<file path="src/rtl/alu_pkg.sv">
// Shared ALU-cluster definitions: default widths, shift op codes and scheduler FSM states.
package alu_pkg;

  localparam int unsigned DATA_W = 32;
  localparam int unsigned AMT_W  = 5;
  localparam int unsigned OP_W   = 3;

  localparam logic [OP_W-1:0] OP_SHL_A = 3'b000;
  localparam logic [OP_W-1:0] OP_SHR_A = 3'b001;
  localparam logic [OP_W-1:0] OP_SHL_B = 3'b010;
  localparam logic [OP_W-1:0] OP_SHR_B = 3'b011;

  typedef enum logic [1:0] {
    IDLE,
    EXEC,
    RESP
  } state_e;

  // Codes with the top bit set are reserved and produce a zero result.
  function automatic logic op_illegal(input logic [OP_W-1:0] op);
    return op[OP_W-1];
  endfunction

endpackage

</file>
<file path="src/rtl/shift_sched_if.sv">
// Request/response bundle between the two issuing stages and the shift scheduler.
// SHIFT_SCHED_ERR_EN adds the per-requester illegal-op flags.
interface shift_sched_if;
  import alu_pkg::*;

  logic              req0_valid;
  logic              req0_ready;
  logic [DATA_W-1:0] req0_a;
  logic [DATA_W-1:0] req0_b;
  logic [AMT_W-1:0]  req0_amt;
  logic [OP_W-1:0]   req0_op;

  logic              req1_valid;
  logic              req1_ready;
  logic [DATA_W-1:0] req1_a;
  logic [DATA_W-1:0] req1_b;
  logic [AMT_W-1:0]  req1_amt;
  logic [OP_W-1:0]   req1_op;

  logic              rsp0_valid;
  logic              rsp0_ready;
  logic [DATA_W-1:0] rsp0_result;
  logic              rsp1_valid;
  logic              rsp1_ready;
  logic [DATA_W-1:0] rsp1_result;

`ifdef SHIFT_SCHED_ERR_EN
  logic              rsp0_err;
  logic              rsp1_err;

  modport master (
    output req0_valid, req0_a, req0_b, req0_amt, req0_op,
    output req1_valid, req1_a, req1_b, req1_amt, req1_op,
    input  req0_ready, req1_ready,
    input  rsp0_valid, rsp0_result, rsp0_err,
    input  rsp1_valid, rsp1_result, rsp1_err,
    output rsp0_ready, rsp1_ready
  );

  modport slave (
    input  req0_valid, req0_a, req0_b, req0_amt, req0_op,
    input  req1_valid, req1_a, req1_b, req1_amt, req1_op,
    output req0_ready, req1_ready,
    output rsp0_valid, rsp0_result, rsp0_err,
    output rsp1_valid, rsp1_result, rsp1_err,
    input  rsp0_ready, rsp1_ready
  );
`else
  modport master (
    output req0_valid, req0_a, req0_b, req0_amt, req0_op,
    output req1_valid, req1_a, req1_b, req1_amt, req1_op,
    input  req0_ready, req1_ready,
    input  rsp0_valid, rsp0_result,
    input  rsp1_valid, rsp1_result,
    output rsp0_ready, rsp1_ready
  );

  modport slave (
    input  req0_valid, req0_a, req0_b, req0_amt, req0_op,
    input  req1_valid, req1_a, req1_b, req1_amt, req1_op,
    output req0_ready, req1_ready,
    output rsp0_valid, rsp0_result,
    output rsp1_valid, rsp1_result,
    input  rsp0_ready, rsp1_ready
  );
`endif

endinterface

</file>
<file path="src/rtl/shift.sv">
// Combinational 32-bit logical shifter: shifts operand a or b left/right by amt, zero result for reserved ops.
module shift
  import alu_pkg::*;
(
  input  logic [DATA_W-1:0] a,
  input  logic [DATA_W-1:0] b,
  input  logic [AMT_W-1:0]  amt,
  input  logic [OP_W-1:0]   op,
  output logic [DATA_W-1:0] y
);

  always_comb begin
    y = '0;
    case (op)
      OP_SHL_A: y = a << amt;
      OP_SHR_A: y = a >> amt;
      OP_SHL_B: y = b << amt;
      OP_SHR_B: y = b >> amt;
      default:  y = '0;
    endcase
  end

endmodule

</file>
<file path="src/rtl/shift_sched.sv">
// Round-robin scheduler sharing one shift unit between two requesters, one transaction at a time.
// SHIFT_SCHED_ERR_EN adds rsp0_err/rsp1_err flagging reserved op codes.
module shift_sched
  import alu_pkg::*;
(
  input  logic            clk,
  input  logic            rst_n,
  shift_sched_if.slave    bus,
  output logic            busy
);

  state_e            state;
  logic              ptr;
  logic              owner;
  logic [DATA_W-1:0] a_q;
  logic [DATA_W-1:0] b_q;
  logic [AMT_W-1:0]  amt_q;
  logic [OP_W-1:0]   op_q;
  logic [DATA_W-1:0] result_q;
  logic              rsp0_valid_q;
  logic              rsp1_valid_q;
  logic [DATA_W-1:0] shift_y;
  logic              grant0_c;
  logic              grant1_c;
  logic              rsp_hs_c;

  // Pointer's requester wins; the other only when the pointer's side is idle.
  always_comb begin
    grant0_c = 1'b0;
    grant1_c = 1'b0;
    if (state == IDLE) begin
      if (ptr == 1'b0) begin
        grant0_c = bus.req0_valid;
        grant1_c = bus.req1_valid & ~bus.req0_valid;
      end else begin
        grant1_c = bus.req1_valid;
        grant0_c = bus.req0_valid & ~bus.req1_valid;
      end
    end
  end

  assign rsp_hs_c = (state == RESP) & (owner ? bus.rsp1_ready : bus.rsp0_ready);

  assign bus.req0_ready  = grant0_c;
  assign bus.req1_ready  = grant1_c;
  assign bus.rsp0_valid  = rsp0_valid_q;
  assign bus.rsp1_valid  = rsp1_valid_q;
  assign bus.rsp0_result = result_q;
  assign bus.rsp1_result = result_q;

  shift u_shift (
    .a   (a_q),
    .b   (b_q),
    .amt (amt_q),
    .op  (op_q),
    .y   (shift_y)
  );

  always_ff @(posedge clk) begin
    if (!rst_n) begin
      state        <= IDLE;
      ptr          <= 1'b0;
      owner        <= 1'b0;
      a_q          <= '0;
      b_q          <= '0;
      amt_q        <= '0;
      op_q         <= '0;
      result_q     <= '0;
      rsp0_valid_q <= 1'b0;
      rsp1_valid_q <= 1'b0;
      busy         <= 1'b0;
    end else begin
      case (state)
        IDLE: begin
          if (grant0_c | grant1_c) begin
            a_q   <= grant1_c ? bus.req1_a   : bus.req0_a;
            b_q   <= grant1_c ? bus.req1_b   : bus.req0_b;
            amt_q <= grant1_c ? bus.req1_amt : bus.req0_amt;
            op_q  <= grant1_c ? bus.req1_op  : bus.req0_op;
            owner <= grant1_c;
            busy  <= 1'b1;
            state <= EXEC;
          end
        end
        EXEC: begin
          result_q     <= shift_y;
          rsp0_valid_q <= ~owner;
          rsp1_valid_q <= owner;
          state        <= RESP;
        end
        RESP: begin
          if (rsp_hs_c) begin
            rsp0_valid_q <= 1'b0;
            rsp1_valid_q <= 1'b0;
            ptr          <= ~owner;
            busy         <= 1'b0;
            state        <= IDLE;
          end
        end
        default: state <= IDLE;
      endcase
    end
  end

`ifdef SHIFT_SCHED_ERR_EN
  logic rsp0_err_q;
  logic rsp1_err_q;

  // Error flag rides alongside the owner's valid and drops with it.
  always_ff @(posedge clk) begin
    if (!rst_n) begin
      rsp0_err_q <= 1'b0;
      rsp1_err_q <= 1'b0;
    end else if (state == EXEC) begin
      rsp0_err_q <= ~owner & op_illegal(op_q);
      rsp1_err_q <= owner & op_illegal(op_q);
    end else if (rsp_hs_c) begin
      rsp0_err_q <= 1'b0;
      rsp1_err_q <= 1'b0;
    end
  end

  assign bus.rsp0_err = rsp0_err_q;
  assign bus.rsp1_err = rsp1_err_q;
`endif

endmodule

</file>
<file path="src/flat_wrapper.sv">
// flat-port wrapper written by rule: the top's interface ports become plain ports
module shift_sched_flat import alu_pkg::*;
  (clk, rst_n, busy, bus_req0_valid, bus_req0_a, bus_req0_b, bus_req0_amt, bus_req0_op, bus_req1_valid, bus_req1_a, bus_req1_b, bus_req1_amt, bus_req1_op, bus_req0_ready, bus_req1_ready, bus_rsp0_valid, bus_rsp0_result, bus_rsp1_valid, bus_rsp1_result, bus_rsp0_ready, bus_rsp1_ready);
  shift_sched_if bus_i ();
  input  logic clk;
  input  logic rst_n;
  output logic busy;
  input wire logic [$bits(bus_i.req0_valid)-1:0] bus_req0_valid;
  input wire logic [$bits(bus_i.req0_a)-1:0] bus_req0_a;
  input wire logic [$bits(bus_i.req0_b)-1:0] bus_req0_b;
  input wire logic [$bits(bus_i.req0_amt)-1:0] bus_req0_amt;
  input wire logic [$bits(bus_i.req0_op)-1:0] bus_req0_op;
  input wire logic [$bits(bus_i.req1_valid)-1:0] bus_req1_valid;
  input wire logic [$bits(bus_i.req1_a)-1:0] bus_req1_a;
  input wire logic [$bits(bus_i.req1_b)-1:0] bus_req1_b;
  input wire logic [$bits(bus_i.req1_amt)-1:0] bus_req1_amt;
  input wire logic [$bits(bus_i.req1_op)-1:0] bus_req1_op;
  output wire logic [$bits(bus_i.req0_ready)-1:0] bus_req0_ready;
  output wire logic [$bits(bus_i.req1_ready)-1:0] bus_req1_ready;
  output wire logic [$bits(bus_i.rsp0_valid)-1:0] bus_rsp0_valid;
  output wire logic [$bits(bus_i.rsp0_result)-1:0] bus_rsp0_result;
  output wire logic [$bits(bus_i.rsp1_valid)-1:0] bus_rsp1_valid;
  output wire logic [$bits(bus_i.rsp1_result)-1:0] bus_rsp1_result;
  input wire logic [$bits(bus_i.rsp0_ready)-1:0] bus_rsp0_ready;
  input wire logic [$bits(bus_i.rsp1_ready)-1:0] bus_rsp1_ready;
  assign bus_i.req0_valid = bus_req0_valid;
  assign bus_i.req0_a = bus_req0_a;
  assign bus_i.req0_b = bus_req0_b;
  assign bus_i.req0_amt = bus_req0_amt;
  assign bus_i.req0_op = bus_req0_op;
  assign bus_i.req1_valid = bus_req1_valid;
  assign bus_i.req1_a = bus_req1_a;
  assign bus_i.req1_b = bus_req1_b;
  assign bus_i.req1_amt = bus_req1_amt;
  assign bus_i.req1_op = bus_req1_op;
  assign bus_req0_ready = bus_i.req0_ready;
  assign bus_req1_ready = bus_i.req1_ready;
  assign bus_rsp0_valid = bus_i.rsp0_valid;
  assign bus_rsp0_result = bus_i.rsp0_result;
  assign bus_rsp1_valid = bus_i.rsp1_valid;
  assign bus_rsp1_result = bus_i.rsp1_result;
  assign bus_i.rsp0_ready = bus_rsp0_ready;
  assign bus_i.rsp1_ready = bus_rsp1_ready;
  shift_sched u_core (.clk(clk), .rst_n(rst_n), .bus(bus_i), .busy(busy));
endmodule
</file>
<file path="config.mk">
export PLATFORM = sky130hd
export DESIGN_NAME = shift_sched_flat
export DESIGN_NICKNAME = d
export VERILOG_FILES = /design/src/rtl/alu_pkg.sv /design/src/rtl/shift_sched_if.sv /design/src/rtl/shift.sv /design/src/rtl/shift_sched.sv /design/src/flat_wrapper.sv
export SDC_FILE = /design/constraint.sdc
export NUM_CORES = 1
export LEC_CHECK = 0
export ABC_AREA = 1
export BUFFER_PORTS_ARGS = -buffer_cell sky130_fd_sc_hd__buf_2
export CAP_MARGIN = 20
export CORE_MARGIN = 2
export CORE_UTILIZATION = 30
export CTS_CLUSTER_DIAMETER = 50
export DETAILED_ROUTE_END_ITERATION = 8
export HOLD_SLACK_MARGIN = 0.15
export PLACE_DENSITY_LB_ADDON = 0.2
export SLEW_MARGIN = 5
export SYNTH_ARGS = -nofsm -noshare
export SYNTH_HDL_FRONTEND = slang
export SYNTH_SLANG_ARGS = --single-unit
</file>
<file path="constraint.sdc">
create_clock -name clk -period 4.9 [get_ports clk]
set_input_delay 0.49 -clock clk [delete_from_list [all_inputs] [get_ports clk]]
set_output_delay 0.49 -clock clk [all_outputs]
set_load 0.05 [all_outputs]
</file>
==> impl_results.md <==
* Starting Density at 30.3%
* Vias in the first global route at between 10000 and 15000
* Cell Pwr Density at roughly 340 nW/um^2
* Period minus WS final at 2.95 ns
* Synth Area in XOR/XNOR at 0%
* Wire length per cell at around 17 um
* Drt drc at 0
* Hpwl dp at roughly 27 mm
* Worst path arrival time at between 3 and 4 ns
* GRT Total Usage at 22.4%
* Post-Syn Area per Cell at around 5.7 um^2
* Multiplexer area fraction after synthesis at less than 1%
* Global placer's final weighted congestion at just over 0.9
* Post-CTS Setup Repair Bufs at 0
* Synth Area in Compound Gates at roughly 10%
* Max_slew headroom at roughly 27%
* CTS tree: built
* Register area share after synthesis at about 24%
* MaxCap Viol Count at 0
* Gr ovfl total at 0
* Fillcell total at ~3400
* Rows at between 60 and 70
* Clk buf depth at 2
* First-pass DRT Iterations at 6
* Leakage at ~4.7 nW
* Total CTS buffers at 9
* Number of max-slew violations in the final report at 0
* First-pass GRT wire length at ~56 mm
* Syn. warnings at 0
* Via count at 11300
* Hold bufs inserted after CTS at 0
* Pin count of the biggest net entering global routing at 140
* Setup TNS at 0 ns
* Layout Skew at between 0.007 and 0.008 ns
* Worst Path Required at roughly 5.2 ns
* Simple-Gate Fraction of Synth Area at a little over half
* Final setup fails at 0
* Tcrit/Tclk final at between 60% and 70%
* CP Max Fanout at 32
* Hold_ws at ~0.4 ns
* Routed Antenna Nets at 0
* Status: complete, no violations
* CP Class: flop to flop
* Total Wirelength at roughly 36 mm
* RSZ-0062 raised after global routing: no
* Die W at 179 um
* Synth Register Bits at roughly 110
* Worst skew pair latency at around 0.37 ns
* Area Growth Syn to Fin at 13.6%
* Initial DRC Count at about 1200
* Post-synthesis cell type count at 24
* Final Hold Fails at 0
* Maximum VDD drop at between 0.00015 and 0.0002 V
* F_max at between 300 and 400 MHz
* Syn Nets at between 1500 and 2000
* Worst hold-check path type: input port to flop
* Area share of fa/ha/maj cells after synthesis at 0%
* Worst-Margin Slew at ~1.1 ns
* Root Buffer: clkbuf_16
* Synthesized cell area at about 9000 um^2
* Die Y at roughly 180 um
* Post-CTS resize count at 0
* PortBufs at approximately 220
* Routed vias/inst at roughly 5.3
* TritonCTS Sinks at ~110
* CP Capture Type: flop
* Synthesized instance count at 1618
* H-tree levels at 3
* Clock-pin slew on the worst setup and hold paths at about 0.08 ns
* Largest family of logic cells by synthesized area: simple AND/OR/NAND/NOR gates
* Die ar. at between 30000 and 40000 um^2
* Fraction of layout cells with a size suffix above 1 at 16.7%
* Layout net count at roughly 1900
* Initial antenna violation count at 0
* # IOs at between 200 and 250
* CP startpoint kind: flop
* N_diodes at 0
* Core area at 30300 um^2
==> cell usage in the layout, fill, tap and decap left out, types with 2 or more instances in the layout <==
cell type  instances
nand3_1          546
nand2_1          309
buf_2            218
nor2_1           170
dfxtp_1          108
a21oi_1          102
inv_1             81
o21ai_0           76
nand4_1           31
buf_4             17
nand2_2           13
clkbuf_16          9
inv_2              4
nand3_2            4
dfxtp_2            3
nor2_4             2
inv_6              2
inv_8              2
==> sequential cells by signal, summed over array words and instances, names as in the netlist <==
register                cells
u_core.a_q                 32
u_core.amt_q                5
u_core.b_q                 32
u_core.bus.rsp0_result     32
u_core.bus.rsp0_valid       1
u_core.bus.rsp1_valid       1
u_core.busy                 1
u_core.op_q                 3
u_core.owner                1
u_core.ptr                  1
u_core.state                2
==> cell type report <==
cell class              count  area [um^2]  share of cell area [%]
clock buffers               9          225                    2.16
clock inverters             7         86.3                   0.828
inverters                  86          325                    3.12
multi-input cells        1261         5820                    55.8
flip-flops and latches    111         2230                    21.3
well taps                 396          495                    4.75
repair buffers            237         1250                    12.0
==> layer usage <==
metal	share of wire (%)	up-vias	global-route usage [%]	wire (um)
met1	44	5175	29.8	15700
met2	47	413	37.6	16800
met3	5.7	55	2.37	2040
met4	3.0	0	7.49	1050
met5	0	-	0	0
li1	-	5619	-	-
==> kinds of logic (layout without fill, tap and decap cells) <==
logic type	after synthesis	in the layout
and+or+nand+nor	1079	1079
buffers and inverters	246	339
AOI/OAI and AO/OA	181	181
DFF	111	111
muxes	1	1
==> cell usage after synthesis (all sizes together) <==
| cell type | n | share of area, % |
|---|---|---|
| nand3 | 550 | 30 |
| nand2 | 323 | 14 |
| nor2 | 173 | 7.2 |
| dfxtp | 111 | 24 |
| buf | 106 | 6.7 |
| a21oi | 103 | 5.7 |
| inv | 86 | 3.5 |
| o21ai | 76 | 4.1 |
| clkbuf | 54 | 2.2 |
| nand4 | 31 | 2.1 |
| a31o | 1 | 0.095 |
| a31oi | 1 | 0.068 |
| and2 | 1 | 0.068 |
| mux2 | 1 | 0.12 |
| nor3 | 1 | 0.054 |
==> through the flow <==
stage	setup WS, ns	cells	utilization (%)	area [um^2]	total power (W)
after floorplan	3.04	1618	-	9180	0.00234
after global placement	2.07	2089	33.3	10100	0.00280
after detailed placement	2.06	2091	33.3	10100	0.00281
after CTS	2.04	2107	34.4	10400	0.00362
after global routing	1.69	2107	34.4	10400	0.00386
final	1.95	2107	34.4	10400	0.00360
==> power by group <==
group          internal (W)  leakage [nW]  switching, W
registers          0.000997         0.912     0.0000609
logic              0.000489          3.66       0.00126
clock network      0.000409         0.150      0.000382
total               0.00189          4.72       0.00170
==> worst paths after layout <==
| path | start | endpoint | slack [ns] | cells past startpoint |
|---|---|---|---|---|
| setup / recovery | u_core.op_q[2]$_SDFFE_PN0P_ | u_core.bus.rsp0_result[15]$_SDFFE_PN0P_ | 1.95 | 11 |
| hold / removal | rst_n | u_core.ptr$_SDFFE_PN0P_ | 0.40 | 3 |
| setup reg to reg | u_core.op_q[2]$_SDFFE_PN0P_ | u_core.bus.rsp0_result[15]$_SDFFE_PN0P_ | 1.95 | 11 |
| hold reg to reg | u_core.a_q[28]$_SDFFE_PN0P_ | u_core.a_q[28]$_SDFFE_PN0P_ | 0.47 | 2 |
==> critical path, cell delays in order (launching register included) <==
cell and delay [ns]:
dfxtp_1 0.39, nor2_4 0.66, nand2_4 0.44, nand2_1 0.20, nand3_1 0.12, nand3_1 0.17
nand3_1 0.21, nand3_1 0.25, nand3_1 0.10, nand3_1 0.12, nand2_1 0.08, a21oi_1 0.13
(Power assumes the default switching activity.)
